### config.mk
export PLATFORM = sky130hd
export DESIGN_NAME = sd_host_bridge
export DESIGN_NICKNAME = d
export VERILOG_FILES = /design/src/rtl/sd_host_bridge.sv
export SDC_FILE = /design/constraint.sdc
export NUM_CORES = 1
export LEC_CHECK = 0
export BUFFER_PORTS_ARGS = -buffer_cell sky130_fd_sc_hd__buf_2
export CAP_MARGIN = 15
export CORE_MARGIN = 8
export CORE_UTILIZATION = 25
export CTS_BUF_LIST = sky130_fd_sc_hd__clkbuf_8 sky130_fd_sc_hd__clkbuf_16
export DETAILED_ROUTE_END_ITERATION = 16
export GPL_ROUTABILITY_DRIVEN = 0
export SYNTH_ARGS = -nofsm -noshare
export SYNTH_HDL_FRONTEND = slang
export SYNTH_SLANG_ARGS = --single-unit
### constraint.sdc
create_clock -name clk -period 5.2 [get_ports clk]
set_input_delay 0.52 -clock clk [delete_from_list [all_inputs] [get_ports clk]]
set_output_delay 0.52 -clock clk [all_outputs]
set_load 0.005 [all_outputs]
### src/rtl/sd_host_bridge.sv
// Host packet sequencer in front of the SD interface block.
// Parses opcode/address/payload, drives SD strobes, returns data and status.
module sd_host_bridge #(
  parameter int BLOCK_BYTES    = 512,
  parameter int TIMEOUT_CYCLES = 1000000,
  parameter int BUF_DEPTH      = 4
) (
  input  logic       clk,
  input  logic       n_rst,
  input  logic [7:0] rx_data,
  input  logic       rx_valid,
  output logic       rx_ready,
  output logic [7:0] tx_data,
  output logic       tx_valid,
  input  logic       tx_ready,
  output logic       sd_read,
  output logic       sd_write,
  output logic       sd_addr_ready,
  output logic [7:0] sd_wdata,
  input  logic       sd_data_req,
  output logic       sd_fifo_rd,
  input  logic [7:0] sd_fifo_data,
  input  logic       sd_fifo_empty,
  input  logic       sd_done,
  input  logic       sd_err,
  output logic       busy
);

  localparam int AW  = $clog2(BUF_DEPTH);
  localparam int AWP = AW + 1;
  localparam int TW  = $clog2(TIMEOUT_CYCLES + 1);

  localparam logic [9:0]    LAST    = 10'(BLOCK_BYTES - 1);
  localparam logic [9:0]    FULLCNT = 10'(BLOCK_BYTES);
  localparam logic [AW:0]   DEPTH_C = AWP'(BUF_DEPTH);
  localparam logic [TW-1:0] T_LAST  = TW'(TIMEOUT_CYCLES - 1);

  localparam logic [7:0] OP_RD = 8'h51;
  localparam logic [7:0] OP_WR = 8'h58;

  localparam logic [3:0] S_IDLE  = 4'd0;
  localparam logic [3:0] S_ADDR  = 4'd1;
  localparam logic [3:0] S_ISSUE = 4'd2;
  localparam logic [3:0] S_STRB  = 4'd3;
  localparam logic [3:0] S_WR    = 4'd4;
  localparam logic [3:0] S_DRAIN = 4'd5;
  localparam logic [3:0] S_RD    = 4'd6;
  localparam logic [3:0] S_WAIT  = 4'd7;
  localparam logic [3:0] S_STAT  = 4'd8;

  logic [3:0]    state, state_n;
  logic [7:0]    status, status_n;
  logic          is_wr;
  logic [31:0]   addr, addr_sh;
  logic [1:0]    idx;
  logic [9:0]    rx_cnt, pop_cnt, rd_iss;
  logic [7:0]    mem [BUF_DEPTH];
  logic [AW:0]   wp, rp;
  logic [TW-1:0] timer;
  logic          done_seen, rd_q, byte_v;
  logic [7:0]    byte_r;
  logic          rx_rdy, rx_fire, tx_fire;
  logic          buf_empty, buf_full, push, pop, underrun;
  logic          ev_ext, cnting, stall, tmo;

  assign buf_empty = wp == rp;
  assign buf_full  = (wp - rp) == DEPTH_C;
  assign addr_sh   = addr >> {~idx, 3'b000};

  assign rx_ready = rx_rdy & n_rst;
  assign rx_fire  = rx_valid & rx_ready;
  assign tx_fire  = tx_valid & tx_ready;
  assign push     = (state == S_WR) & rx_fire;
  assign pop      = (state == S_WR) & sd_data_req & !buf_empty;
  assign underrun = (state == S_WR) & sd_data_req & buf_empty;

  assign busy          = state != S_IDLE;
  assign sd_addr_ready = state == S_ISSUE;
  assign sd_read       = (state == S_STRB) & !is_wr;
  assign sd_write      = (state == S_STRB) & is_wr;

  // Host-side stalls freeze the SD watchdog
  assign ev_ext = sd_data_req | sd_done | sd_err;
  assign cnting = (state == S_WR) | (state == S_RD) | (state == S_WAIT);
  assign stall  = (state == S_RD) & tx_valid & !tx_ready;
  assign tmo    = cnting & !stall & !ev_ext & (timer == T_LAST);

  assign sd_fifo_rd = (state == S_RD) & !sd_fifo_empty
                    & (!tx_valid | tx_ready)
                    & (rd_iss != FULLCNT) & !sd_err & !tmo;

  always_comb begin
    rx_rdy   = 1'b0;
    tx_valid = 1'b0;
    tx_data  = '0;
    sd_wdata = '0;
    case (state)
      S_IDLE, S_ADDR: rx_rdy = 1'b1;
      S_ISSUE: sd_wdata = addr_sh[7:0];
      S_WR: begin
        rx_rdy   = !buf_full && (rx_cnt != FULLCNT);
        sd_wdata = mem[rp[AW-1:0]];
      end
      S_DRAIN: rx_rdy = rx_cnt != FULLCNT;
      S_RD: begin
        tx_valid = rd_q | byte_v;
        tx_data  = rd_q ? sd_fifo_data : byte_r;
      end
      S_STAT: begin
        tx_valid = 1'b1;
        tx_data  = status;
      end
      default: ;
    endcase
  end

  always_comb begin
    state_n  = state;
    status_n = status;
    case (state)
      S_IDLE:
        if (rx_fire) begin
          if ((rx_data == OP_RD) || (rx_data == OP_WR)) begin
            state_n = S_ADDR;
          end else begin
            state_n  = S_STAT;
            status_n = 8'hFF;
          end
        end
      S_ADDR:
        if (rx_fire && (idx == 2'd3)) state_n = S_ISSUE;
      S_ISSUE:
        if (idx == 2'd3) state_n = S_STRB;
      S_STRB:
        state_n = is_wr ? S_WR : S_RD;
      S_WR:
        if (sd_err) begin
          state_n  = S_DRAIN;
          status_n = 8'h01;
        end else if (underrun) begin
          state_n  = S_DRAIN;
          status_n = 8'h03;
        end else if (pop && (pop_cnt == LAST)) begin
          state_n = S_WAIT;
        end else if (tmo) begin
          state_n  = S_DRAIN;
          status_n = 8'h02;
        end
      S_DRAIN:
        if ((rx_cnt == FULLCNT) || (rx_fire && (rx_cnt == LAST)))
          state_n = S_STAT;
      S_RD:
        if (sd_err) begin
          state_n  = S_STAT;
          status_n = 8'h01;
        end else if (tx_fire && (pop_cnt == LAST)) begin
          state_n = S_WAIT;
        end else if (tmo) begin
          state_n  = S_STAT;
          status_n = 8'h02;
        end
      S_WAIT:
        if (sd_err) begin
          state_n  = S_STAT;
          status_n = 8'h01;
        end else if (sd_done || done_seen) begin
          state_n  = S_STAT;
          status_n = 8'h00;
        end else if (tmo) begin
          state_n  = S_STAT;
          status_n = 8'h02;
        end
      S_STAT:
        if (tx_ready) state_n = S_IDLE;
      default: state_n = S_IDLE;
    endcase
  end

  always_ff @(posedge clk) begin
    if (push) mem[wp[AW-1:0]] <= rx_data;
  end

  always_ff @(posedge clk or negedge n_rst) begin
    if (!n_rst) begin
      state     <= S_IDLE;
      status    <= '0;
      is_wr     <= 1'b0;
      addr      <= '0;
      idx       <= '0;
      rx_cnt    <= '0;
      pop_cnt   <= '0;
      rd_iss    <= '0;
      wp        <= '0;
      rp        <= '0;
      timer     <= '0;
      done_seen <= 1'b0;
      rd_q      <= 1'b0;
      byte_v    <= 1'b0;
      byte_r    <= '0;
    end else begin
      state  <= state_n;
      status <= status_n;
      if ((state_n != state) || ev_ext || sd_fifo_rd) timer <= '0;
      else if (cnting && !stall) timer <= timer + TW'(1);
      case (state)
        S_IDLE:
          if (rx_fire) begin
            is_wr <= rx_data == OP_WR;
            idx   <= '0;
          end
        S_ADDR:
          if (rx_fire) begin
            addr <= {addr[23:0], rx_data};
            idx  <= idx + 2'd1;
          end
        S_ISSUE: idx <= idx + 2'd1;
        S_STRB: begin
          rx_cnt    <= '0;
          pop_cnt   <= '0;
          rd_iss    <= '0;
          wp        <= '0;
          rp        <= '0;
          done_seen <= 1'b0;
          rd_q      <= 1'b0;
          byte_v    <= 1'b0;
        end
        S_WR: begin
          if (push) begin
            wp     <= wp + AWP'(1);
            rx_cnt <= rx_cnt + 10'd1;
          end
          if (pop) begin
            rp      <= rp + AWP'(1);
            pop_cnt <= pop_cnt + 10'd1;
          end
          if (sd_done) done_seen <= 1'b1;
        end
        S_DRAIN:
          if (rx_fire) rx_cnt <= rx_cnt + 10'd1;
        S_RD: begin
          if (sd_done) done_seen <= 1'b1;
          if (sd_fifo_rd) rd_iss <= rd_iss + 10'd1;
          if (tx_fire) pop_cnt <= pop_cnt + 10'd1;
          // FIFO data is only valid the cycle after the pop; hold it if stalled
          if (state_n != S_RD) begin
            rd_q   <= 1'b0;
            byte_v <= 1'b0;
          end else begin
            rd_q <= sd_fifo_rd;
            if (rd_q && !tx_ready) begin
              byte_r <= sd_fifo_data;
              byte_v <= 1'b1;
            end else if (tx_ready) begin
              byte_v <= 1'b0;
            end
          end
        end
        default: ;
      endcase
    end
  end

endmodule
Word-level counts from Yosys, hierarchy flattened --
Memory sizes are Yosys's and may differ from the RTL's. Index checks and enable logic that the tools add are counted. W data, S select, Z words.
Word-level totals: register bits after elaboration 114, RAM bits 32, input port bits 24, output and inout bits 23, logic and storage cells 191, memories 1
Memory list:
- mem | depth 4, bits a word 8, rd ports 1, clocked after memory_dff 0, write ports 1, RTL line 57 | logic [7:0] mem [BUF_DEPTH];
Operators by class: add/sub/neg operators 8, eq/ne operators 33, shift operators 1, muxes and demuxes 60, bitwise operators 27, reduce and logical (&&, ||, !) cells 46
Operator list (number):
- $mux W8 | 11
- $mux W4 | 15
- $pmux W10 S3 | 2
- $mux W10 | 5
- $mux W20 | 2
- $pmux W4 S9 | 1
- $pmux W8 S2 | 2
- $pmux W8 S4 | 1
- $shr A32 B5 Y8 | 1
- $add A10 B1 Y10 const B | 3
- $add A20 B1 Y20 const B | 1
- $eq A10 B9 Y1 const B | 2
- $eq A20 B20 Y1 const B | 1
- $ne A10 B10 Y1 const B | 2
- $pmux W10 S2 | 1
- $and A1 B1 Y1 | 19
- $eq A4 B3 Y1 const B | 4
- $eq A8 B7 Y1 const B | 2
- $ne A2 B2 Y1 const B | 8
- $reduce_and A2 Y1 | 7
- $pmux W3 S2 | 2
- $reduce_and A3 Y1 | 4
- $eq A10 B10 Y1 const B | 1
- $logic_not A1 Y1 | 10
- 32 further kinds | 68

Longest topological paths before layout --
Gate-level depths: netlist (run 1).
word-level depth 17, depth in mapped cells 10, gate-level depth less buffers 8

Worst setup path before layout (run 1) --
Ideal clock, no wire load.
path kind register to register, from register rp[1], to register byte_r[0], arrival 2.534 ns, setup slack 2.541 ns, stages on the path, launching flop included 10, buffers on the path 1, period minus slack after synthesis 2.659 ns, cells stage by stage dfrtp_1 > clkbuf_1 > inv_1 > ha_1 > nand2_1 > o211a_1 > a221o_1 > a211oi_1 > nor4b_4 > mux2_4
Between the ends: word-level cells in the longest chain between the ends 14, elaborated cells on any way between the ends 25, those cells by class 1 x add/sub; 3 x eq/ne; 8 x mux; 5 x bitwise; 8 x reduce/logical
Ends and longest elaborated chain:
- start: declaration | RTL line 58 | logic [AW:0] wp, rp;
- start signal: assignment | RTL line 233 | rp <= rp + AWP'(1);
- $sub A3 B3 Y3 | RTL line 67 | assign buf_full = (wp - rp) == DEPTH_C;
- $eq A3 B3 Y1 | RTL line 67
- $logic_not A1 Y1 | RTL line 101 | rx_rdy = !buf_full && (rx_cnt != FULLCNT);
- $logic_and A1 B1 Y1 | RTL line 101
- $pmux W1 S3 | RTL line 97 | case (state)
- $and A1 B1 Y1 | RTL line 70 | assign rx_ready = rx_rdy & n_rst;
- $and A1 B1 Y1 | RTL line 71 | assign rx_fire = rx_valid & rx_ready;
- $logic_and A1 B1 Y1 | RTL line 150 | if ((rx_cnt == FULLCNT) || (rx_fire && (rx_cnt == LAST)))
- $logic_or A1 B1 Y1 | RTL line 150
- $mux W4 | RTL line 150
- $pmux W4 S9 (*) | RTL line 120 | case (state)
- $ne A4 B3 Y1 (*) | RTL line 245 | if (state_n != S_RD) begin
- $not A1 Y1 (no line) (*)
- $reduce_and A3 Y1 (no line) (*)
- end signal: assignment | RTL line 251 | byte_r <= sd_fifo_data;
- end: declaration | RTL line 61 | logic [7:0] byte_r;
Mark *: on every way between the ends. The rest lies on a longest branch, timed or not. A chain may end at the register's enable or synchronous reset.

Worst setup path after layout (run 1) --
from register state[1], to output port sd_fifo_rd
Between the ends: word-level cells in the longest chain between the ends 10, elaborated cells on any way between the ends 21, those cells by class 4 x eq/ne; 1 x mux; 13 x bitwise; 3 x reduce/logical
Ends and longest elaborated chain:
- start: declaration | RTL line 51 | logic [3:0] state, state_n;
- start signal: assignment | RTL line 201 | state <= state_n;
- $eq A4 B4 Y1 or $eq A4 B3 Y1 (tied branches)
- $pmux W1 S2 | RTL line 97
- $and A1 B1 Y1 (2 in a row) | RTL line 85 | assign stall = (state == S_RD) & tx_valid & !tx_ready;
- $logic_not A1 Y1 | RTL line 86 | assign tmo = cnting & !stall & !ev_ext & (timer == T_LAST);
- $and A1 B1 Y1 (3 in a row) | RTL line 86
- $logic_not A1 Y1 | RTL line 90 | & (rd_iss != FULLCNT) & !sd_err & !tmo;
- $and A1 B1 Y1 (*) | RTL line 90
- end: declaration | RTL line 21 | output logic sd_fifo_rd,
Marks and branches as above.

==> results of run 1 <==
==> synth_stat cells (all sizes together) (8+ instances only) <==
master    n  area share [%]
and2      8            0.65
o21ai    37             2.4
xnor2    13             1.5
mux2i    13             1.7
nand2b    8            0.65
clkbuf   23             1.1
a21oi    18             1.2
nor4     26             3.8
xor2     19             2.2
o31ai     8            0.78
nor2     41             2.0
edfxtp   32              12
mux4     16             4.7
ha       14             2.3
a21o      8            0.78
nand3    17             1.1
inv      20            0.97
nor3     13             1.1
nand2    63             3.1
buf      12             1.0
nor4b     9             1.6
nor2b    10            0.81
mux2     41             6.4
nand4    16             1.3
dfrtp   114              37
a22o      9             1.0
==> power by group <==
| group | leakage [nW] | internal [mW] | switching [mW] |
|---|---|---|---|
| Clock | 0.283 | 0.749 | 0.479 |
| Combinational | 1.61 | 0.0714 | 0.0942 |
| Sequential | 1.77 | 1.19 | 0.0517 |
==> cell families after synthesis <==
group / synth area share, %
simple gates: 19.0
xor+xnor: 3.62
buf+inv: 3.09
flops: 49.3
compound gates: 10.1
fa+ha+maj: 2.26
mux: 12.7
==> registers in the layout, indices dropped and copies added, names as in the netlist <==
register and count:
rd_iss 10, status 8, pop_cnt 10, byte_r 8, rp 3, addr 32
is_wr 1, byte_v 1, wp 3, state 4, timer 20, done_seen 1
rx_cnt 10, idx 2, mem 32, rd_q 1
==> routing by layer <==
layer / vias up / share of wire, % / GRT usage, %
met1: 2650 / 46 / 12.6
met4: 0 / 2.0 / 4.09
li1: 2587 / - / -
met2: 69 / 50 / 16.8
met3: 27 / 2.3 / 1.89
met5: - / 0 / 0
==> cell type report <==
cell class / count / area share [%]
Sequential cell: 146 / 42.5
Multi-Input combinational cell: 472 / 41.2
Tap cell: 396 / 5.52
Clock buffer: 17 / 4.74
Timing Repair Buffer: 55 / 3.35
Clock inverter: 14 / 1.84
Inverter: 20 / 0.836
==> worst reg2reg max path, cell delays in order (launching register included) <==
cell and delay, ns:
dfrtp_1 0.84, nor2b_1 0.19, a211oi_2 0.71, and4_1 0.49, nor3_2 0.15, or4b_4 0.73, nor4_2 0.34
==> worst max path at each step <==
stage,slack (ns),endpoint,startpoint,cells past startpoint
final,1.38,sd_fifo_rd,state[1],5
after global placement,1.79,timer[3],state[0],6
after global routing,1.13,sd_fifo_rd,state[1],5
after detailed placement,1.70,timer[0],state[1],6
after floorplan,2.54,byte_r[0],rp[1],9
after CTS,1.37,sd_fifo_rd,state[1],5
==> metrics.txt, run 1 <==
# TYPE chip_impl_metric gauge
chip_impl_info{name="cts_tree",value="built"} 1
chip_impl_metric{name="track_usage",unit="%"} 10.1
chip_impl_metric{name="power_per_cell_area",unit="nW/um2"} 294
chip_impl_info{name="path_class_of_the_lowest_slack_min_delay_path",value="input port to flop"} 1
chip_impl_info{name="hp-start",value="sd_fifo_data[0]"} 1
chip_impl_info{name="critical_path.slowest_cell",value="dfrtp_1"} 1
chip_impl_metric{name="tritoncts_num_sinks",unit=""} 146
chip_impl_metric{name="timing.final.ws_setup",unit="ns"} 1.38
chip_impl_metric{name="row_count",unit=""} 64
chip_impl_metric{name="required",unit="ns"} 4.68
chip_impl_metric{name="total_leakage_power",unit="nW"} 3.66
chip_impl_metric{name="diodes",unit=""} 0
chip_impl_metric{name="initial_core_util",unit="%"} 25.4
chip_impl_metric{name="post_route_clock_period_utilization",unit="%"} 73.5
chip_impl_metric{name="detail_route.first_pass.iterations",unit=""} 5
chip_impl_metric{name="dp.cells",unit=""} 1089
chip_impl_metric{name="vdd_ir_drop_max",unit="mV"} 0.130
chip_impl_metric{name="max_cap_viol_count",unit=""} 0
chip_impl_metric{name="die-height",unit="um"} 192
chip_impl_metric{name="count_of_input_and_output_buffers",unit=""} 46
chip_impl_metric{name="clk_pin_slew_worst_paths",unit="ns"} 0.06
chip_impl_metric{name="timing.clock.skew",unit="ns"} 0.00593
chip_impl_metric{name="finalCoreUtilization",unit="%"} 29.4
chip_impl_metric{name="postCtsHoldBufs",unit=""} 0
chip_impl_metric{name="drive_gt1_share",unit="%"} 24.4
chip_impl_metric{name="reg2reg_depth",unit=""} 6
chip_impl_metric{name="multi_input_comb_area",unit="um2"} 3700
chip_impl_metric{name="instances_no_fill",unit=""} 1120
chip_impl_info{name="timing.critical_path.to_type",value="output port"} 1
chip_impl_metric{name="area_delta_synth_final",unit="%"} 16.0
chip_impl_metric{name="worst-path-buf-inv",unit=""} 1
chip_impl_metric{name="post_cts_buffers",unit=""} 0
chip_impl_metric{name="post_synth_num_cell_types",unit=""} 69
chip_impl_metric{name="final_area",unit="um2"} 8970
chip_impl_metric{name="final.setup.tns",unit="ns"} 0
chip_impl_info{name="result_of_the_run",value="finished, final reports clean"} 1
chip_impl_metric{name="layout.nets",unit=""} 750
chip_impl_metric{name="avgSynthCellArea",unit="um2"} 11.5
chip_impl_metric{name="synth-seq-cells",unit=""} 146
chip_impl_info{name="path_class",value="flop to output port"} 1
chip_impl_metric{name="average_wire_length_per_cell_after_detail_routing",unit="um"} 16.1
chip_impl_metric{name="maximum_net_fanout_on_the_critical_path",unit=""} 26
chip_impl_metric{name="critical-path-max-stage-delay",unit="ns"} 0.84
chip_impl_metric{name="grt-ovfl-total",unit=""} 0
chip_impl_info{name="worstHoldEndpoint",value="byte_r[0]"} 1
chip_impl_metric{name="timing.final.hold_violations",unit=""} 0
chip_impl_metric{name="drt_drc_violations_left",unit=""} 0
chip_impl_metric{name="worstMarginPinSlew",unit="ns"} 1.18
chip_impl_metric{name="holdPathStages",unit=""} 2
chip_impl_metric{name="route.detailed.vias_per_inst",unit=""} 4.76
chip_impl_metric{name="syn_inst",unit=""} 673
chip_impl_metric{name="finalWirelength",unit="mm"} 18.0
chip_impl_metric{name="vias",unit=""} 5333
chip_impl_metric{name="place_ws",unit="ns"} 1.70
chip_impl_metric{name="cts.path.max_buffers",unit=""} 2
chip_impl_metric{name="htree_num_levels",unit=""} 4
chip_impl_info{name="most-common-layout-cells",value="dfrtp_1 (114), nand2_1 (63), buf_2 (45)"} 1
chip_impl_metric{name="ant_nets",unit=""} 0
chip_impl_metric{name="holdWs",unit="ns"} 0.341
chip_impl_info{name="timing.critical_path.cells",value="nand4bb_1 > nor3_1 > o21ai_1 > nor3_2 > buf_2"} 1
chip_impl_metric{name="yosysSeqAreaShare",unit="%"} 49.3
chip_impl_info{name="crit-reg2reg-capture",value="timer[16]"} 1
chip_impl_metric{name="synth_area",unit="um2"} 7740
chip_impl_metric{name="grt_start_max_net_pins",unit=""} 73
chip_impl_metric{name="min_period",unit="ns"} 3.82
chip_impl_metric{name="first_pass_grt_wire_length",unit="mm"} 29.1
chip_impl_info{name="synth_ff_type",value="dfrtp_1"} 1
chip_impl_metric{name="number_of_gates_resized_after_cts",unit=""} 0
chip_impl_metric{name="regToRegSetupSlack",unit="ns"} 1.66
chip_impl_metric{name="placedInstanceArea",unit="um2"} 8380
chip_impl_metric{name="clock_insertion_delay_worst_skew",unit="ns"} 0.43
chip_impl_info{name="cp_top_family",value="simple AND/OR/NAND/NOR gates"} 1
chip_impl_metric{name="max_clock_freq",unit="MHz"} 262
chip_impl_metric{name="grt_pass1_vias",unit=""} 5256
chip_impl_metric{name="fill_cells",unit=""} 3070
chip_impl_metric{name="critical_path_arrival",unit="ns"} 3.30
chip_impl_metric{name="die_width",unit="um"} 192
chip_impl_metric{name="slew_headroom",unit="%"} 21.5
chip_impl_metric{name="grt_antenna_before_repair",unit=""} 0
chip_impl_metric{name="total_power",unit="mW"} 2.64
chip_impl_metric{name="fp.dieArea",unit="um2"} 36800
chip_impl_metric{name="finalSetupViolCount",unit=""} 0
chip_impl_info{name="mostFrequentLayoutCell",value="dfrtp_1"} 1
chip_impl_metric{name="place_hpwl",unit="mm"} 12.6
chip_impl_metric{name="fp.coreArea",unit="um2"} 30500
chip_impl_info{name="critPathLaunchType",value="flop"} 1
chip_impl_metric{name="post_synthesis_async_set_or_reset_flop_share",unit="%"} 78.1
chip_impl_info{name="clock_tree_root",value="clkbuf_16"} 1
chip_impl_metric{name="starting_drc_count_in_detailed_routing",unit=""} 276
chip_impl_info{name="worstReg2RegStart",value="state[1]"} 1
chip_impl_metric{name="synth_enable_flop_cells",unit=""} 32
chip_impl_metric{name="pin_count",unit=""} 47
chip_impl_metric{name="layout.area.seq",unit="um2"} 3810
chip_impl_metric{name="synthesis.nets",unit=""} 711
chip_impl_info{name="grt_setup_unrepaired",value="no"} 1
chip_impl_metric{name="cts-buffers-inserted",unit=""} 17
chip_impl_metric{name="yosysWarnings",unit=""} 0
chip_impl_metric{name="slew_violations",unit=""} 0
(Power assumes the default switching activity.)
==> inputs of run 2 (changes only) <==
Clock period 5.2 ns to 3.1 ns, I/O delays scaled along.
==> run 2 against run 1 <==
Critical path depth grew 2. Utilization rose by 0.73 points. Register-to-register slack worse by 1.4 ns. Largest power group is now the clock network. Worst hold slack lost 0.21 ns. Total power is 71% higher. Critical endpoint is now timer[14]. Final area is 2.5% higher. Critical path type is now flop to flop. Count of clock-buffer cells in the layout did not move. Final cell count up 2.5%.
==> metrics.txt, run 2 (synthesized netlist as in run 1, its figures left out) <==
# TYPE chip_impl_metric gauge
chip_impl_metric{name="starting_drc_count_in_detailed_routing",unit=""} 368
chip_impl_info{name="grt_setup_unrepaired",value="no"} 1
chip_impl_info{name="crit-reg2reg-capture",value="timer[14]"} 1
chip_impl_metric{name="finalSetupViolCount",unit=""} 0
chip_impl_metric{name="switching_share",unit="%"} 23.2
chip_impl_metric{name="route.detailed.vias_per_inst",unit=""} 4.75
chip_impl_metric{name="final_area",unit="um2"} 9200
chip_impl_info{name="crit_end",value="timer[14]"} 1
chip_impl_metric{name="fraction_of_power_consumed_by_the_clock_network",unit="%"} 47.2
chip_impl_metric{name="initial_core_util",unit="%"} 25.4
chip_impl_metric{name="power.combinational.fraction",unit="%"} 8.1
chip_impl_metric{name="row_count",unit=""} 64
chip_impl_info{name="critical_path.startpoint",value="state[2]"} 1
chip_impl_info{name="clock_tree_root",value="clkbuf_16"} 1
chip_impl_info{name="path_class",value="flop to flop"} 1
chip_impl_metric{name="placedInstanceArea",unit="um2"} 8570
chip_impl_metric{name="total_power",unit="mW"} 4.52
chip_impl_metric{name="grt_start_max_net_pins",unit=""} 73
chip_impl_metric{name="min_period",unit="ns"} 2.81
chip_impl_metric{name="layout.nets",unit=""} 776
chip_impl_metric{name="total_leakage_power",unit="nW"} 3.80
chip_impl_metric{name="number_of_gates_resized_after_cts",unit=""} 0
chip_impl_metric{name="grt_antenna_before_repair",unit=""} 2
chip_impl_metric{name="fp.dieArea",unit="um2"} 36800
chip_impl_metric{name="grt_pass1_vias",unit=""} 5505
chip_impl_metric{name="maximum_net_fanout_on_the_critical_path",unit=""} 20
chip_impl_metric{name="first_pass_grt_wire_length",unit="mm"} 29.8
chip_impl_metric{name="reg2reg_depth",unit=""} 7
chip_impl_metric{name="holdWs",unit="ns"} 0.133
chip_impl_metric{name="slew_violations",unit=""} 0
chip_impl_metric{name="post_route_clock_period_utilization",unit="%"} 90.7
chip_impl_metric{name="average_wire_length_per_cell_after_detail_routing",unit="um"} 15.9
chip_impl_metric{name="count_of_input_and_output_buffers",unit=""} 46
chip_impl_metric{name="critical_path_arrival",unit="ns"} 3.14
chip_impl_metric{name="fp.coreArea",unit="um2"} 30500
chip_impl_metric{name="timing.final.ws_setup",unit="ns"} 0.290
chip_impl_info{name="worstReg2RegStart",value="state[2]"} 1
chip_impl_metric{name="net-switching-power",unit="mW"} 1.05
chip_impl_metric{name="place_ws",unit="ns"} 0.360
chip_impl_metric{name="slew_headroom",unit="%"} 36.4
chip_impl_metric{name="ant_nets",unit=""} 0
chip_impl_info{name="most-common-layout-cells",value="dfrtp_1 (114), nand2_1 (63), buf_2 (45)"} 1
chip_impl_info{name="timing.critical_path.to_type",value="flop"} 1
chip_impl_metric{name="seq_power_share",unit="%"} 44.7
chip_impl_metric{name="timing.final.hold_violations",unit=""} 0
chip_impl_metric{name="max_cap_viol_count",unit=""} 0
chip_impl_metric{name="grt-ovfl-total",unit=""} 0
chip_impl_metric{name="final.setup.tns",unit="ns"} 0
chip_impl_metric{name="worstMarginPinSlew",unit="ns"} 0.946
chip_impl_metric{name="timing.clock.skew",unit="ns"} 0.00730
chip_impl_info{name="mostFrequentLayoutCell",value="dfrtp_1"} 1
chip_impl_info{name="critPathLaunchType",value="flop"} 1
chip_impl_info{name="path_class_of_the_lowest_slack_min_delay_path",value="input port to flop"} 1
chip_impl_info{name="cts_tree",value="built"} 1
chip_impl_metric{name="tritoncts_num_sinks",unit=""} 146
chip_impl_metric{name="area_delta_synth_final",unit="%"} 18.9
chip_impl_metric{name="detailroute.wirelength.met3",unit="um"} 610
chip_impl_metric{name="wl_met2",unit="mm"} 9.12
chip_impl_metric{name="required",unit="ns"} 3.43
chip_impl_metric{name="m1WireLength",unit="mm"} 8.16
chip_impl_metric{name="power.internal",unit="mW"} 3.47
chip_impl_metric{name="postCtsHoldBufs",unit=""} 1
chip_impl_metric{name="cts-buffers-inserted",unit=""} 17
chip_impl_metric{name="die_width",unit="um"} 192
chip_impl_metric{name="power_per_cell_area",unit="nW/um2"} 491
chip_impl_info{name="result_of_the_run",value="finished, final reports clean"} 1
chip_impl_metric{name="clk_pin_slew_worst_paths",unit="ns"} 0.06
chip_impl_metric{name="cts.path.max_buffers",unit=""} 2
chip_impl_metric{name="vias",unit=""} 5452
chip_impl_metric{name="htree_num_levels",unit=""} 4
chip_impl_info{name="top_signal_layer_used",value="met5"} 1
chip_impl_metric{name="max_clock_freq",unit="MHz"} 356
chip_impl_metric{name="die-height",unit="um"} 192
chip_impl_metric{name="clock_insertion_delay_worst_skew",unit="ns"} 0.43
chip_impl_metric{name="track_usage",unit="%"} 10.2
chip_impl_metric{name="drive_gt1_share",unit="%"} 26.8
chip_impl_metric{name="vdd_ir_drop_max",unit="mV"} 0.381
chip_impl_metric{name="finalWirelength",unit="mm"} 18.2
chip_impl_metric{name="pin_count",unit=""} 47
chip_impl_info{name="hp-start",value="sd_fifo_data[3]"} 1
chip_impl_metric{name="regToRegSetupSlack",unit="ns"} 0.29
chip_impl_metric{name="post_cts_buffers",unit=""} 0
chip_impl_metric{name="detail_route.first_pass.iterations",unit=""} 4
chip_impl_metric{name="place_hpwl",unit="mm"} 13.0
chip_impl_metric{name="drt_drc_violations_left",unit=""} 0
## run 2: cell types whose count changed in the layout (fill, tap and decap cells not counted)
cell	change
inv_6	-1
inv_1	-1
dlygate4sd3_1	+1
clkinv_2	-1
diode_2	+1
clkinv_1	+3
buf_4	+25
bufinv_16	+1
## run 2: worst min-delay path by stage
stage,endpoint,slack (ns),cells after the start
2_1_floorplan,addr[0],0.01,0
3_3_place_gp,idx[0],0.13,1
3_5_place_dp,idx[0],0.13,1
4_1_cts,byte_r[3],0.10,2
5_1_grt,byte_r[5],0.11,2
6_report,byte_r[3],0.13,2
## run 2: area by class of cell
class / instances / area (um2)
fill: 3093 / 21300
sequential: 146 / 3810
multi-input combinational: 472 / 3700
timing repair buffer: 81 / 498
tap: 396 / 495
clock buffer: 17 / 425
clock inverter: 15 / 189
inverter: 20 / 75.1
antenna: 1 / 2.50
## run 2: power by group through the flow
stage / Clock, mW / Sequential [mW] / Combinational (mW)
final: 2.13 / 2.02 / 0.365
after global routing: 2.27 / 2.02 / 0.402
after detailed placement: 0 / 2.06 / 0.367
after CTS: 2.19 / 2.02 / 0.369
after global placement: 0 / 2.05 / 0.365
after floorplan: 0 / 2.06 / 0.205
## run 2: worst max-delay path: stages, from the launching register on
cell     delay (ns)
dfrtp_1        0.50
or2_1          0.42
or4_1          0.66
o22ai_1        0.32
nor2_1         0.13
and3_1         0.19
buf_4          0.24
nor4_2         0.26
## run 2: metrics by stage
step / instances / utilization (%)
6_report: 1148 / 30.2
4_1_cts: 1147 / 30.1
5_1_grt: 1147 / 30.1
3_5_place_dp: 1114 / 28.1
2_1_floorplan: 673 / -
3_3_place_gp: 1114 / 28.1
## run 2: metal layers
layer  GRT usage, %  vias up
li1               -     2623
met1           12.6     2726
met2           17.1       82
met3           2.34       19
met4           3.97        2
met5              0        -
==> inputs of run 3 (changes only) <==
==> constraint.sdc (replaced) <==
create_clock -name clk -period 3.1 [get_ports clk]
set_input_delay 0.465 -clock clk [delete_from_list [all_inputs] [get_ports clk]]
set_output_delay 0.465 -clock clk [all_outputs]
set_load 0.005 [all_outputs]
==> run 3 against run 2 <==
Critical path depth down 1. Final cell count about the same. Utilization down 0.19 points. Sequential power about the same. Combinational power about the same. Clock skew is 0.0011 ns higher.
==> metrics.txt, run 3 (synthesized netlist as in run 1, its figures left out) <==
# TYPE chip_impl_metric gauge
chip_impl_info{name="result_of_the_run",value="finished, final reports clean"} 1
chip_impl_info{name="most-common-layout-cells",value="dfrtp_1 (114), nand2_1 (63), buf_2 (45)"} 1
chip_impl_metric{name="fp.coreArea",unit="um2"} 30500
chip_impl_info{name="cp_top_family",value="compound AO/OA/AOI/OAI gates"} 1
chip_impl_metric{name="track_usage",unit="%"} 10.4
chip_impl_metric{name="grt_start_max_net_pins",unit=""} 61
chip_impl_metric{name="fill_cells",unit=""} 3099
chip_impl_info{name="mostFrequentLayoutCell",value="dfrtp_1"} 1
chip_impl_metric{name="fp.dieArea",unit="um2"} 36800
chip_impl_metric{name="count_of_input_and_output_buffers",unit=""} 46
chip_impl_metric{name="finalSetupViolCount",unit=""} 0
chip_impl_metric{name="slew_headroom",unit="%"} 39.8
chip_impl_metric{name="area_delta_synth_final",unit="%"} 18.1
chip_impl_metric{name="final.setup.tns",unit="ns"} 0
chip_impl_metric{name="row_count",unit=""} 64
chip_impl_metric{name="vdd_ir_drop_max",unit="mV"} 0.335
chip_impl_metric{name="placedInstanceArea",unit="um2"} 8590
chip_impl_metric{name="first_pass_grt_wire_length",unit="mm"} 30.3
chip_impl_metric{name="maximum_net_fanout_on_the_critical_path",unit=""} 11
chip_impl_metric{name="timing.clock.skew",unit="ns"} 0.00841
chip_impl_info{name="timing.critical_path.cells",value="nand2b_1 > buf_4 > nor2_1 > o211ai_1 > a21boi_0 > buf_2"} 1
chip_impl_info{name="path_class_of_the_lowest_slack_min_delay_path",value="input port to asynchronous set/reset pin"} 1
chip_impl_metric{name="grt-ovfl-total",unit=""} 0
chip_impl_metric{name="cts-buffers-inserted",unit=""} 17
chip_impl_metric{name="average_wire_length_per_cell_after_detail_routing",unit="um"} 16.1
chip_impl_metric{name="route.detailed.vias_per_inst",unit=""} 4.75
chip_impl_metric{name="post_cts_buffers",unit=""} 0
chip_impl_metric{name="required",unit="ns"} 2.63
chip_impl_info{name="grt_setup_unrepaired",value="no"} 1
chip_impl_metric{name="final_area",unit="um2"} 9140
chip_impl_metric{name="detail_route.first_pass.iterations",unit=""} 5
chip_impl_metric{name="starting_drc_count_in_detailed_routing",unit=""} 348
chip_impl_metric{name="power_per_cell_area",unit="nW/um2"} 468
chip_impl_metric{name="ant_nets",unit=""} 0
chip_impl_metric{name="timing.final.ws_setup",unit="ns"} 0.202
chip_impl_metric{name="min_period",unit="ns"} 2.90
chip_impl_metric{name="cts.path.max_buffers",unit=""} 2
chip_impl_metric{name="drt_drc_violations_left",unit=""} 0
chip_impl_metric{name="layout.nets",unit=""} 777
chip_impl_metric{name="grt_antenna_before_repair",unit=""} 2
chip_impl_metric{name="multi_input_comb_area",unit="um2"} 3710
chip_impl_metric{name="pin_count",unit=""} 47
chip_impl_info{name="critPathLaunchType",value="flop"} 1
chip_impl_metric{name="max_clock_freq",unit="MHz"} 345
chip_impl_metric{name="critical-path-max-stage-delay",unit="ns"} 0.51
chip_impl_metric{name="die-height",unit="um"} 192
chip_impl_metric{name="finalWirelength",unit="mm"} 18.5
chip_impl_metric{name="post_route_clock_period_utilization",unit="%"} 93.5
chip_impl_metric{name="clock_insertion_delay_worst_skew",unit="ns"} 0.43
chip_impl_info{name="clock_tree_root",value="clkbuf_16"} 1
chip_impl_metric{name="worst-path-buf-inv",unit=""} 2
chip_impl_metric{name="drive_gt1_share",unit="%"} 27.1
chip_impl_metric{name="finalCoreUtilization",unit="%"} 30.0
chip_impl_metric{name="grt_pass1_vias",unit=""} 5569
chip_impl_metric{name="number_of_gates_resized_after_cts",unit=""} 0
chip_impl_metric{name="critical_path_arrival",unit="ns"} 2.43
chip_impl_metric{name="initial_core_util",unit="%"} 25.4
chip_impl_metric{name="tritoncts_num_sinks",unit=""} 146
chip_impl_info{name="path_class",value="flop to output port"} 1
chip_impl_metric{name="place_ws",unit="ns"} 0.335
chip_impl_metric{name="htree_num_levels",unit=""} 4
chip_impl_metric{name="clk_pin_slew_worst_paths",unit="ns"} 0.06
chip_impl_info{name="critical_path.slowest_cell",value="dfrtp_1"} 1
chip_impl_metric{name="vias",unit=""} 5455
chip_impl_metric{name="die_width",unit="um"} 192
chip_impl_metric{name="max_cap_viol_count",unit=""} 0
chip_impl_info{name="cts_tree",value="built"} 1
chip_impl_info{name="timing.critical_path.to_type",value="output port"} 1
chip_impl_metric{name="total_leakage_power",unit="nW"} 3.80
chip_impl_metric{name="worstMarginPinSlew",unit="ns"} 0.895
chip_impl_metric{name="timing.final.hold_violations",unit=""} 0
chip_impl_metric{name="layout.area.seq",unit="um2"} 3810
chip_impl_metric{name="postCtsHoldBufs",unit=""} 0
chip_impl_metric{name="holdWs",unit="ns"} 0.0395
chip_impl_metric{name="place_hpwl",unit="mm"} 13.3
chip_impl_metric{name="slew_violations",unit=""} 0
run 3: cell type report:
| cell class | count | area share (%) |
|---|---|---|
| repair buffers | 82 | 5.50 |
| inverters | 20 | 0.821 |
| multi-input cells | 472 | 40.6 |
| clock inverters | 14 | 1.11 |
| diodes | 1 | 0.0274 |
| well taps | 396 | 5.42 |
| clock buffers | 18 | 4.80 |
| flip-flops and latches | 146 | 41.7 |
run 3: path summary, 6_finish.rpt:
kind                                   to             from  cells after the start  slack [ns]
worst max-delay path             rx_ready         state[3]                      6        0.20
worst max register to register  byte_r[7]         state[1]                      6        0.34
max in group asynchronous       rd_iss[8]            n_rst                      3        1.79
worst min-delay path              addr[4]            n_rst                      2        0.04
min in group clk                byte_r[6]  sd_fifo_data[6]                      2        0.29
worst min register to register  status[4]        status[4]                      1        0.48
run 3: through the flow:
| step | total power [mW] | std cells |
|---|---|---|
| 6_report | 4.28 | 1149 |
| 5_1_grt | 4.45 | 1148 |
| 4_1_cts | 4.34 | 1148 |
| 3_5_place_dp | 2.42 | 1116 |
| 3_3_place_gp | 2.42 | 1116 |
| 2_1_floorplan | 2.26 | 673 |
run 3: metal layers:
layer	share of wire, %	GRT usage, %	vias to the layer above
met3	3.2	2.43	27
met2	50	17.0	75
met4	2.2	4.11	2
met1	45	13.1	2715
met5	0.070	0	-
li1	-	-	2636
run 3: where the power goes:
| part | leakage, nW | switching, mW | total, mW | internal, mW |
|---|---|---|---|---|
| clock network | 0.285 | 0.791 | 1.90 | 1.11 |
| registers | 1.77 | 0.0225 | 2.02 | 2.00 |
| logic | 1.75 | 0.223 | 0.362 | 0.138 |
